### config.mk
export PLATFORM = sky130hd
export DESIGN_NAME = druaga_rom_loader
export DESIGN_NICKNAME = d
export VERILOG_FILES = /design/src/rtl/druaga_rom_loader.sv
export SDC_FILE = /design/constraint.sdc
export NUM_CORES = 1
export LEC_CHECK = 0
export CORE_MARGIN = 10
export CORE_UTILIZATION = 25
export DETAILED_ROUTE_END_ITERATION = 10
export GPL_ROUTABILITY_DRIVEN = 0
export GPL_TIMING_DRIVEN = 1
export SKIP_CTS_REPAIR_TIMING = 1
export SLEW_MARGIN = 20
export SYNTH_ARGS = -nofsm -noshare
export SYNTH_HDL_FRONTEND = slang
export SYNTH_SLANG_ARGS = --single-unit
### constraint.sdc
create_clock -name MCLK -period 3.05 [get_ports MCLK]
set_input_delay 0.61 -clock MCLK [delete_from_list [all_inputs] [get_ports MCLK]]
set_output_delay 0.61 -clock MCLK [all_outputs]
set_load 0.03 [all_outputs]
### src/rtl/druaga_rom_loader.sv
`timescale 1ns/1ps
// druaga_rom_loader
// Sits between the HPS ioctl download stream and the game core's ROM write port.
// It latches the title number (MODEL) and re-registers ROM bytes onto ROMAD/ROMDT/ROMEN
// with one cycle of latency. It checks that the index-0 image arrived contiguous and
// complete, and holds the core in reset until a valid image has been loaded.
// Optional feature: define ROM_CHECKSUM_EN to build the 8-bit modular image checksum,
// which must equal EXP_SUM for the image to be accepted.
module druaga_rom_loader #(
  parameter int unsigned AW       = 18,
  parameter logic [24:0] ROM_SIZE = 25'h2C000,
  parameter logic [7:0]  EXP_SUM  = 8'h00
) (
  input  logic          MCLK,
  input  logic          RESET,
  input  logic          ioctl_download,
  input  logic          ioctl_wr,
  input  logic [7:0]    ioctl_index,
  input  logic [24:0]   ioctl_addr,
  input  logic [7:0]    ioctl_dout,
  output logic [AW-1:0] ROMAD,
  output logic [7:0]    ROMDT,
  output logic          ROMEN,
  output logic [2:0]    MODEL,
  output logic          core_rst,
  output logic          load_ok,
  output logic          load_err
);

  typedef enum logic [2:0] {IDLE, LOAD, CHECK, DONE, ERR} state_t;

  state_t      r_state;
  state_t      w_nextState;
  logic        r_dlD;
  logic        r_rstHold;
  logic [24:0] r_cnt;
  logic        r_gap;
  logic        r_ovf;

  logic        w_rise;
  logic        w_riseRom;
  logic        w_fall;
  logic        w_wrRom;
  logic        w_inRange;
  logic        w_pass;
  logic        w_sumOk;
  logic [24:0] w_cntBase;

  // A download that was already running when RESET released must not look like a
  // fresh start, so rising edges are ignored until download has been seen low once.
  assign w_rise    = ioctl_download & ~r_dlD & ~r_rstHold;
  assign w_riseRom = w_rise & (ioctl_index == 8'd0);
  assign w_fall    = ~ioctl_download & r_dlD;
  assign w_inRange = (ioctl_addr < ROM_SIZE);

  // A byte arriving on the same cycle as the rising edge is the first byte of the new load.
  assign w_wrRom   = ioctl_wr & ioctl_download & (ioctl_index == 8'd0) &
                     ((r_state == LOAD) | w_riseRom);
  assign w_cntBase = w_riseRom ? 25'd0 : r_cnt;

`ifdef ROM_CHECKSUM_EN
  logic [7:0] r_sum;
  logic [7:0] w_sumBase;

  assign w_sumBase = w_riseRom ? 8'd0 : r_sum;
  assign w_sumOk   = (r_sum == EXP_SUM);

  // Running modulo-256 sum of every accepted image byte, restarted by each new load.
  always_ff @(posedge MCLK or posedge RESET) begin
    if (RESET)                      r_sum <= 8'd0;
    else if (w_wrRom && w_inRange)  r_sum <= w_sumBase + ioctl_dout;
    else if (w_riseRom)             r_sum <= 8'd0;
  end
`else
  // EXP_SUM has no effect in this build; the OR only keeps the parameter referenced.
  assign w_sumOk = 1'b1 | (|EXP_SUM);
`endif

  assign w_pass = (r_cnt == ROM_SIZE) & ~r_gap & ~r_ovf & w_sumOk;

  // Download edge tracking and the post-reset hold-off.
  always_ff @(posedge MCLK or posedge RESET) begin
    if (RESET) begin
      r_dlD     <= 1'b0;
      r_rstHold <= 1'b1;
    end else begin
      r_dlD     <= ioctl_download;
      r_rstHold <= r_rstHold & ioctl_download;
    end
  end

  // State register.
  always_ff @(posedge MCLK or posedge RESET) begin
    if (RESET) r_state <= IDLE;
    else       r_state <= w_nextState;
  end

  // Next state and core reset request; a new index-0 download restarts from any state.
  always_comb begin
    w_nextState = r_state;
    core_rst    = ioctl_download | (r_state != DONE);
    if (w_riseRom) begin
      w_nextState = LOAD;
    end else begin
      case (r_state)
        LOAD:    if (w_fall) w_nextState = CHECK;
        CHECK:   w_nextState = w_pass ? DONE : ERR;
        default: ;
      endcase
    end
  end

  // ROM write port, byte count and the gap/overflow flags for the current image.
  always_ff @(posedge MCLK or posedge RESET) begin
    if (RESET) begin
      ROMAD <= '0;
      ROMDT <= 8'd0;
      ROMEN <= 1'b0;
      r_cnt <= 25'd0;
      r_gap <= 1'b0;
      r_ovf <= 1'b0;
    end else begin
      ROMEN <= 1'b0;
      if (w_riseRom) begin
        r_cnt <= 25'd0;
        r_gap <= 1'b0;
        r_ovf <= 1'b0;
      end
      if (w_wrRom) begin
        if (!w_inRange) begin
          r_ovf <= 1'b1;
        end else begin
          if (ioctl_addr != w_cntBase) r_gap <= 1'b1;
          ROMAD <= ioctl_addr[AW-1:0];
          ROMDT <= ioctl_dout;
          ROMEN <= 1'b1;
          r_cnt <= (w_cntBase == ROM_SIZE) ? ROM_SIZE : w_cntBase + 25'd1;
        end
      end
    end
  end

  // Verdict flags: cleared by a new load, set from the one-cycle CHECK evaluation.
  always_ff @(posedge MCLK or posedge RESET) begin
    if (RESET) begin
      load_ok  <= 1'b0;
      load_err <= 1'b0;
    end else if (w_riseRom) begin
      load_ok  <= 1'b0;
      load_err <= 1'b0;
    end else if (r_state == CHECK) begin
      load_ok  <= w_pass;
      load_err <= ~w_pass;
    end
  end

  // Title number: byte 0 of an index-1 download, accepted in any state.
  always_ff @(posedge MCLK or posedge RESET) begin
    if (RESET) begin
      MODEL <= 3'd0;
    end else if (ioctl_download && ioctl_wr && (ioctl_index == 8'd1) && (ioctl_addr == 25'd0)) begin
      MODEL <= ioctl_dout[2:0];
    end
  end

endmodule

==> impl_metrics.env, run 1 <==
export IMPL_seqCellArea_um2=1600
export IMPL_maxCapViolations=0
export IMPL_synth_top_family_by_area="simple AND/OR/NAND/NOR gates"
export IMPL_rrSetupSlack_ns=0.67
export IMPL_crit_start="ioctl_addr[24]"
export IMPL_drt_initial_drc_count=265
export IMPL_core_um2=13200
export IMPL_relSlewSlack=0.501
export IMPL_clk_insertion_delay_late_ns=0.32
export IMPL_grt_first_pass_wirelength_um=17400
export IMPL_wl_per_cell_um=16.0
export IMPL_cts_sinks=64
export IMPL_crit_path_end_kind="flop"
export IMPL_async_flop_share=1.00
export IMPL_rsz0062_at_grt="no"
export IMPL_clk_pin_slew_ns=0.05
export IMPL_root_buffer="clkbuf_16"
export IMPL_dieArea_um2=18500
export IMPL_syn_nets=441
export IMPL_min_period_over_period=0.977
export IMPL_whs_endpoint="ROMAD[7]$_DFFE_PP0P_"
export IMPL_grt_use_total=0.118
export IMPL_synth_simple_area_share=0.298
export IMPL_worstRegToRegCells=6
export IMPL_syn_area_um2=3360
export IMPL_final_max_slew_viol_count=0
export IMPL_diodes=0
export IMPL_area_growth_pct=46.2
export IMPL_ys_warn_count=0
export IMPL_drive_above_1_share=0.122
export IMPL_power_density_nw_per_um2=434
export IMPL_fp_row_count=42
export IMPL_ant_nets=0
export IMPL_ys_types=44
export IMPL_synthAdderAreaFrac=0
export IMPL_yosysTopAreaCellShare=0.469
export IMPL_startpoint_type="input pin"
export IMPL_synth_seq_cells=64
export IMPL_route_detailed_drc=0
export IMPL_cts_tree="built"
export IMPL_fillers=1325
export IMPL_fp_dieH_um=136
export IMPL_antenna_found_initial=0
export IMPL_io_pins=78
export IMPL_synth_area_leader_cell="dfrtp_1"
export IMPL_num_nets_final=543
export IMPL_power_mw=2.13
export IMPL_reg2reg_from="r_cnt[2]$_DFF_PP0_"
export IMPL_status="finished clean"
export IMPL_synthMuxAreaShare=0.0160
export IMPL_synth_avg_cell_area_um2=8.48
export IMPL_period_minus_slack_ns=2.98
export IMPL_hold_class="flop to flop"
export IMPL_holdPathStages=2
export IMPL_cp_required_ns=3.30
export IMPL_cts_buffer_depth=2
export IMPL_ys_flop_type="dfrtp_1"
export IMPL_skew_ns=0.00548
export IMPL_vias=3268
export IMPL_h_tree_depth=3
export IMPL_cp_arrival_ns=3.23
export IMPL_synth_xor_area_frac=0.0652
export IMPL_min_from="ROMAD[7]$_DFFE_PP0P_"
export IMPL_cts_buffers=9
export IMPL_vias_per_cell=4.82
export IMPL_rr_endpoint="r_cnt[24]$_DFF_PP0_"
export IMPL_io_buffer_count=77
export IMPL_ys_seq_area_frac=0.477
export IMPL_dieWidth_um=136
export IMPL_ys_top_cells_by_area="dfrtp_1 (47%), nand2_1 (11%), xnor2_1 (5.0%)"
export IMPL_path_class="input pin to flop"
export IMPL_p_leak_nw=2.18
export IMPL_synth_compound_area_frac=0.105
export IMPL_hold_violations=0
export IMPL_dpl_hpwl_um=8530
export IMPL_dr_pass1_iters=5
export IMPL_grt_pass1_vias=3294
export IMPL_synth_cells=396
export IMPL_fin_util=0.372
export IMPL_grt_overflow=0
export IMPL_clock_fmax_mhz=336
export IMPL_wl_um=10900
export IMPL_grt_max_degree=37
export IMPL_cp_max_fo=6
export IMPL_ir_worst_vdd_mv=0.244
export IMPL_setup_violations=0
export IMPL_multi_input_area_um2=1650
export IMPL_worst_pin_slew_ns=0.743
export IMPL_initial_core_util=0.255
export IMPL_synth_edf_count=0
-- worst max-delay path by stage --
stage / to / slack (ns) / depth (start not counted)
6_report: r_cnt[24]$_DFF_PP0_ / 0.07 / 7
5_1_grt: r_cnt[24]$_DFF_PP0_ / 0.04 / 7
4_1_cts: r_cnt[24]$_DFF_PP0_ / -0.15 / 7
3_5_place_dp: r_cnt[24]$_DFF_PP0_ / -0.47 / 7
3_3_place_gp: r_cnt[24]$_DFF_PP0_ / -0.45 / 7
2_1_floorplan: r_cnt[24]$_DFF_PP0_ / -0.03 / 8
-- cells in the final DEF, fill, tap and decap left out, drive strengths merged, types with 3 or more instances in the layout --
cell / instances
o21ai: 16
nand3: 13
nor2b: 3
xor2: 6
clkbuf: 12
inv: 14
nor3: 11
nor4: 12
o31ai: 3
o22ai: 4
dlymetal6s2s: 3
nand4: 10
clkdlybuf4s50: 74
dfrtp: 63
and2: 3
a21oi: 14
and4b: 3
buf: 34
nand2: 94
and3: 7
mux2: 3
a31oi: 6
or4: 4
o32ai: 3
xnor2: 19
a22oi: 3
or3: 4
nor2: 38
-- kinds of logic after synthesis --
kind of cell | after synthesis
mux | 5
buf+inv | 34
flops | 64
compound gates | 57
simple gates | 211
xor+xnor | 25
-- power breakdown --
group / switching, mW / leakage, nW / total (mW) / internal [mW]
logic: 0.0738 / 1.18 / 0.162 / 0.0883
clock network: 0.350 / 0.159 / 1.10 / 0.754
registers: 0.00681 / 0.839 / 0.863 / 0.856
-- stage by stage --
stage	area, um2	hold WS (ns)	std cells	setup TNS (ns)	worst slack (ns)
3_5_place_dp	4540	0.464	662	-15.62	-0.474
3_3_place_gp	4540	0.458	662	-12.98	-0.452
6_report	4910	0.471	678	0	0.0708
5_1_grt	4910	0.502	678	0	0.0378
2_1_floorplan	3360	0.467	396	-0.0259	-0.0259
4_1_cts	4870	0.478	677	-0.633	-0.147
-- sequential cells by signal (all words and copies together), names as in the netlist, 3 cells and up --
| signal | cells |
|---|---|
| r_state | 3 |
| ROMAD | 18 |
| ROMDT | 8 |
| MODEL | 3 |
| r_cnt | 25 |
-- per-layer routing --
layer | GRT usage | share of wire | routed length [um]
met1 | 0.154 | 0.45 | 4860
met2 | 0.186 | 0.47 | 5090
met3 | 0.0354 | 0.076 | 826
met4 | 0.0320 | 0.0097 | 105
met5 | 0 | 0 | 0
-- final cells by class --
| type | instances | share of cell area |
|---|---|---|
| multi-input cells | 298 | 0.336 |
| flip-flops and latches | 64 | 0.327 |
| repair buffers | 111 | 0.216 |
| clock buffers | 12 | 0.0523 |
| well taps | 176 | 0.0449 |
| clock inverters | 3 | 0.0133 |
| inverters | 14 | 0.0107 |
-- worst max-delay path, cell delays in order --
cell and delay (ns):
clkdlybuf4s50_1 0.48, or3_4 0.43, a211o_1 0.28, or4_4 0.43, or3_4 0.37, or4_1 0.47
a21oi_1 0.15
-- synth_stat cells, types with 3 or more instances --
| master | count |
|---|---|
| a22oi_1 | 3 |
| nor2b_1 | 3 |
| and3_1 | 7 |
| xnor2_1 | 19 |
| a31oi_1 | 6 |
| o22ai_1 | 4 |
| and2_1 | 3 |
| and4b_1 | 3 |
| a21oi_1 | 14 |
| nor3_1 | 11 |
| mux2_2 | 3 |
| or3_1 | 4 |
| nand4_1 | 10 |
| xor2_1 | 6 |
| nand3_1 | 13 |
| nor2_1 | 38 |
| o32ai_1 | 3 |
| o31ai_1 | 3 |
| or4_1 | 3 |
| nand2_1 | 94 |
| buf_1 | 3 |
| o21ai_0 | 16 |
| nor4_1 | 12 |
| clkbuf_1 | 15 |
| inv_1 | 14 |
| dfrtp_1 | 63 |
(Power assumes the default switching activity.)
==> run 2: changes to the inputs <==
--- a/config.mk
+++ b/config.mk
@@ -5,9 +5,9 @@
 export SDC_FILE = /design/constraint.sdc
 export NUM_CORES = 1
 export LEC_CHECK = 0
-export CORE_MARGIN = 10
 export CORE_UTILIZATION = 25
 export DETAILED_ROUTE_END_ITERATION = 10
+export DONT_BUFFER_PORTS = 1
 export GPL_ROUTABILITY_DRIVEN = 0
 export GPL_TIMING_DRIVEN = 1
 export SKIP_CTS_REPAIR_TIMING = 1
==> run 2 against run 1 <==
Against the previous run:
- maximum frequency increased by 10%
- global-route usage grew 2.9 points
- setup slack better by 0.28 ns
- sequential power about the same
- sequential share of layout area is 7.7 points higher
- count of clock-buffer cells in the layout fell by 2
- non-clock buffer count fell by 94
- total power decreased by 3.1%
- sequential cell count is the same
- die area is 25% lower
- combinational power shrank 60%
- via count down 8.5%
- critical path type unchanged
- highest routed layer unchanged
==> impl_metrics.env, run 2 (same netlist as run 1, synthesis figures left out) <==
export IMPL_rsz0062_at_grt="no"
export IMPL_initial_core_util=0.261
export IMPL_min_period_over_period=0.886
export IMPL_final_max_slew_viol_count=0
export IMPL_vias=2991
export IMPL_area_growth_pct=18.1
export IMPL_dieWidth_um=118
export IMPL_grt_first_pass_wirelength_um=15900
export IMPL_reg2reg_from="r_state[2]$_DFFE_PP0P_"
export IMPL_cp_arrival_ns=2.96
export IMPL_fp_row_count=41
export IMPL_hold_violations=0
export IMPL_core_um2=12900
export IMPL_root_buffer="clkbuf_16"
export IMPL_final_cell_mix="nand2_1 (94), dfrtp_1 (63), nor2_1 (38), xnor2_1 (19)"
export IMPL_power_density_nw_per_um2=520
export IMPL_dpl_hpwl_um=7140
export IMPL_hold_class="input pin to flop"
export IMPL_io_pins=78
export IMPL_path_common_cell="or4_1"
export IMPL_clk_insertion_delay_late_ns=0.33
export IMPL_p_leak_nw=1.77
export IMPL_clk_pin_slew_ns=0.06
export IMPL_largest_register="r_cnt"
export IMPL_diodes=0
export IMPL_wl_per_cell_um=16.4
export IMPL_worst_pin_slew_ns=0.946
export IMPL_ant_nets=0
export IMPL_whs_endpoint="r_dlD$_DFF_PP0_"
export IMPL_cp_slowest_cell="or4_4"
export IMPL_path_class="input pin to flop"
export IMPL_cp_cell_sequence="or4_4, a211o_1, or4_1, or3_1, or4_1, a21oi_1"
export IMPL_worstRegToRegCells=6
export IMPL_grt_use_total=0.147
export IMPL_crit_path_end_kind="flop"
export IMPL_rrSetupSlack_ns=0.66
export IMPL_min_from="ioctl_download"
export IMPL_num_nets_final=449
export IMPL_fp_dieH_um=118
export IMPL_maxCapViolations=0
export IMPL_drt_initial_drc_count=300
export IMPL_dpl_worst_slack_ns=0.0241
export IMPL_relSlewSlack=0.368
export IMPL_vias_per_cell=5.15
export IMPL_antenna_found_initial=0
export IMPL_cts_sinks=64
export IMPL_critical_path_max_stage_delay_ns=0.52
export IMPL_fin_setup_tns_ns=0
export IMPL_setup_violations=0
export IMPL_cp_required_ns=3.31
export IMPL_cts_tree="built"
export IMPL_io_buffer_count=0
export IMPL_dr_pass1_iters=5
export IMPL_rr_endpoint="r_cnt[24]$_DFF_PP0_"
export IMPL_grt_max_degree=46
export IMPL_route_detailed_drc=0
export IMPL_period_minus_slack_ns=2.70
export IMPL_status="finished clean"
export IMPL_holdPathStages=0
export IMPL_drive_above_1_share=0.0978
export IMPL_grt_pass1_vias=2926
export IMPL_skew_ns=0.00849
export IMPL_dieArea_um2=13900
export IMPL_cts_buffers=9
export IMPL_largest_register_ffs=25
export IMPL_startpoint_type="input pin"
export IMPL_ir_worst_vdd_mv=0.259
export IMPL_grt_overflow=0
export IMPL_clock_fmax_mhz=370
export IMPL_h_tree_depth=3
export IMPL_wl_um=9560
export IMPL_reg_top3="r_cnt (25), ROMAD (18), ROMDT (8)"
export IMPL_cp_max_fo=7
export IMPL_fin_ws_ns=0.348
export IMPL_cts_buffer_depth=2
export IMPL_layout_commonest_cell="nand2_1"
run 2: where the power goes:
group | switching (mW) | total (mW) | leakage [nW] | internal, mW
Combinational | 0.0387 | 0.0647 | 0.776 | 0.0260
Sequential | 0.00796 | 0.864 | 0.839 | 0.856
Clock | 0.395 | 1.13 | 0.155 | 0.740
run 2: how the worst max path moves through the flow:
stage                     slack (ns)  cells after the start                   to           start
after floorplan                -0.03                      8  r_cnt[24]$_DFF_PP0_  ioctl_addr[23]
final                           0.35                      6  r_cnt[24]$_DFF_PP0_  ioctl_addr[23]
after global placement          0.04                      6  r_cnt[24]$_DFF_PP0_  ioctl_addr[23]
after detailed placement        0.02                      6  r_cnt[24]$_DFF_PP0_  ioctl_addr[23]
after global routing            0.21                      6  r_cnt[24]$_DFF_PP0_  ioctl_index[1]
after CTS                       0.36                      6  r_cnt[24]$_DFF_PP0_  ioctl_addr[23]
run 2: layout make-up:
cell class	instances	area [um2]
clock buffer	10	239
multi-input combinational	298	1630
inverter	14	52.6
tap	172	215
clock inverter	6	92.6
sequential	64	1600
fill	1343	8910
timing repair buffer	17	140
run 2: metal layers:
metal / global-route usage / up-vias / part of all wire
met5: 0 / - / 0
met4: 0.0553 / 0 / 0.014
met3: 0.0422 / 10 / 0.098
met2: 0.237 / 118 / 0.47
met1: 0.186 / 1470 / 0.42
li1: - / 1393 / -
run 2: metrics by stage:
step / power, mW / instances / hold slack (ns) / instance area, um2 / utilization
6_report: 2.06 / 581 / 0.304 / 3970 / 0.308
5_1_grt: 2.13 / 581 / 0.298 / 3970 / 0.308
4_1_cts: 2.08 / 581 / 0.296 / 3970 / 0.308
3_5_place_dp: 0.944 / 565 / 0.487 / 3640 / 0.282
3_3_place_gp: 0.942 / 565 / 0.491 / 3640 / 0.282
2_1_floorplan: 0.925 / 396 / 0.467 / 3360 / -
run 2: critical path, delay by kind of cell:
kind / cells / cell delay [ns]
and+or+nand+nor: 4 / 1.93
AOI/OAI and AO/OA: 2 / 0.41
==> run 3: changes to the inputs <==
--- a/config.mk
+++ b/config.mk
@@ -5,6 +5,8 @@
 export SDC_FILE = /design/constraint.sdc
 export NUM_CORES = 1
 export LEC_CHECK = 0
+export CORE_ASPECT_RATIO = 1.75
+export CORE_MARGIN = 8
 export CORE_UTILIZATION = 25
 export DETAILED_ROUTE_END_ITERATION = 10
 export DONT_BUFFER_PORTS = 1
@@ -15,3 +17,4 @@
 export SYNTH_ARGS = -nofsm -noshare
 export SYNTH_HDL_FRONTEND = slang
 export SYNTH_SLANG_ARGS = --single-unit
+export TNS_END_PERCENT = 5
==> run 3 against run 2 <==
Against the previous run:
- non-clock buffer count rose by 3
- clock skew shrank 0.0017 ns
- combinational power is 1% lower
- die area increased by 26%
- routed wire length rose by 11%
- clock power is 9% lower
- global-route usage is 2.5 points lower
- sequential share of layout area grew 0.077 points
- setup slack lost 0.031 ns
- first-iteration DRC count decreased by 58%
- count of clock-buffer cells in the layout is 1 higher
- critical path depth stayed put
==> impl_metrics.env, run 3 (same netlist as run 1, synthesis figures left out) <==
export IMPL_status="finished clean"
export IMPL_rr_endpoint="r_cnt[24]$_DFF_PP0_"
export IMPL_final_max_slew_viol_count=0
export IMPL_dieArea_um2=17500
export IMPL_io_buffer_count=0
export IMPL_cts_buffers=9
export IMPL_reg2reg_from="r_state[2]$_DFFE_PP0P_"
export IMPL_route_met2_wl_um=5710
export IMPL_fin_setup_tns_ns=0
export IMPL_grt_first_pass_wirelength_um=16600
export IMPL_ant_nets=0
export IMPL_fillers=1368
export IMPL_cp_required_ns=3.31
export IMPL_setup_violations=0
export IMPL_dieWidth_um=104
export IMPL_cts_sinks=64
export IMPL_num_nets_final=452
export IMPL_root_buffer="clkbuf_16"
export IMPL_maxCapViolations=0
export IMPL_worstRegToRegCells=6
export IMPL_wl_per_cell_um=18.2
export IMPL_m1WireLength_um=3570
export IMPL_diodes=0
export IMPL_dpl_worst_slack_ns=-0.0123
export IMPL_startpoint_type="input pin"
export IMPL_initial_core_util=0.254
export IMPL_grt_overflow=0
export IMPL_largest_register_ffs=25
export IMPL_dpl_hpwl_um=8120
export IMPL_route_detailed_drc=0
export IMPL_layout_commonest_cell="nand2_1"
export IMPL_dr_max_layer_used="met4"
export IMPL_ir_worst_vdd_mv=0.241
export IMPL_clock_fmax_mhz=366
export IMPL_path_class="input pin to flop"
export IMPL_crit_start="ioctl_index[1]"
export IMPL_drt_initial_drc_count=127
export IMPL_cts_tree="built"
export IMPL_cts_buffer_depth=2
export IMPL_hold_class="input pin to asynchronous set/reset pin"
export IMPL_relSlewSlack=0.526
export IMPL_rrSetupSlack_ns=0.69
export IMPL_area_growth_pct=17.9
export IMPL_grt_use_total=0.122
export IMPL_p_leak_nw=1.78
export IMPL_fp_row_count=56
export IMPL_dr_pass1_iters=4
export IMPL_rsz0062_at_grt="no"
export IMPL_wl_um=10700
export IMPL_cp_arrival_ns=3.00
export IMPL_grt_max_degree=35
export IMPL_antenna_found_initial=0
export IMPL_io_pins=78
export IMPL_vias=2963
export IMPL_grt_pass1_vias=3086
export IMPL_worstSetupEndpoint="r_cnt[24]$_DFF_PP0_"
export IMPL_worst_pin_slew_ns=0.710
export IMPL_period_minus_slack_ns=2.73
export IMPL_vias_per_cell=5.06
export IMPL_fin_ws_ns=0.317
export IMPL_core_um2=13200
export IMPL_skew_ns=0.00683
export IMPL_clk_insertion_delay_late_ns=0.34
export IMPL_h_tree_depth=3
export IMPL_fp_dieH_um=169
export IMPL_final_cell_mix="nand2_1 (94), dfrtp_1 (63), nor2_1 (38), xnor2_1 (19), buf_4 (19)"
export IMPL_crit_path_end_kind="flop"
export IMPL_largest_register="r_cnt"
export IMPL_drive_above_1_share=0.102
export IMPL_clk_pin_slew_ns=0.06
export IMPL_hold_violations=0
export IMPL_power_density_nw_per_um2=496
export IMPL_cp_max_fo=6
export IMPL_reg_top3="r_cnt (25), ROMAD (18), ROMDT (8)"
export IMPL_wl_met3_um=843
export IMPL_min_period_over_period=0.896
## run 3: cell types whose count changed in the layout (fill, tap and decap cells not counted)
cell        before  now
clkinvlp_4       2    1
clkinv_2         0    2
clkinv_4         2    1
clkbuf_1         0    1
buf_4           16   19
bufinv_16        2    1
## run 3: power breakdown
| part | switching, mW | internal (mW) |
|---|---|---|
| clock network | 0.382 | 0.653 |
| logic | 0.0376 | 0.0264 |
| registers | 0.00820 | 0.856 |
| total | 0.428 | 1.54 |
## run 3: layout make-up
type,count,area [um2],share of cell area
sequential,64,1600,0.405
inverter,14,52.6,0.0133
clock inverter,5,56.3,0.0142
tap,174,218,0.0550
multi-input combinational,298,1630,0.410
timing repair buffer,20,163,0.0411
clock buffer,11,243,0.0613
## run 3: metrics by stage
step                      instances  hold slack, ns  utilization  total power [mW]  instance area [um2]
after floorplan                 396           0.467            -             0.925                 3360
after global placement          570           0.508        0.276             0.942                 3660
after detailed placement        570           0.507        0.276             0.944                 3660
after CTS                       586           0.281        0.299              1.99                 3960
after global routing            586           0.284        0.299              2.02                 3960
final                           586           0.267        0.299              1.96                 3960
## run 3: worst min-delay path by stage
stage / from / to / cells after the start
5_1_grt: ioctl_download / r_dlD$_DFF_PP0_ / 0
3_3_place_gp: r_rstHold$_DFF_PP1_ / r_rstHold$_DFF_PP1_ / 1
4_1_cts: RESET / ROMAD[3]$_DFFE_PP0P_ / 1
2_1_floorplan: r_ovf$_DFF_PP0_ / r_ovf$_DFF_PP0_ / 1
3_5_place_dp: r_ovf$_DFF_PP0_ / r_ovf$_DFF_PP0_ / 1
6_report: RESET / ROMDT[7]$_DFFE_PP0P_ / 1
## run 3: routing by layer
| layer | vias to the layer above | GRT usage |
|---|---|---|
| li1 | 1396 | - |
| met1 | 1439 | 0.108 |
| met2 | 97 | 0.215 |
| met3 | 31 | 0.0498 |
| met4 | 0 | 0.0958 |
| met5 | - | 0 |
## run 3: worst max-delay path, stage by stage
cell	delay (ns)
nor4b_1	0.47
nand3_1	0.23
or4_1	0.56
or3_1	0.47
or4_1	0.50
a21oi_1	0.15
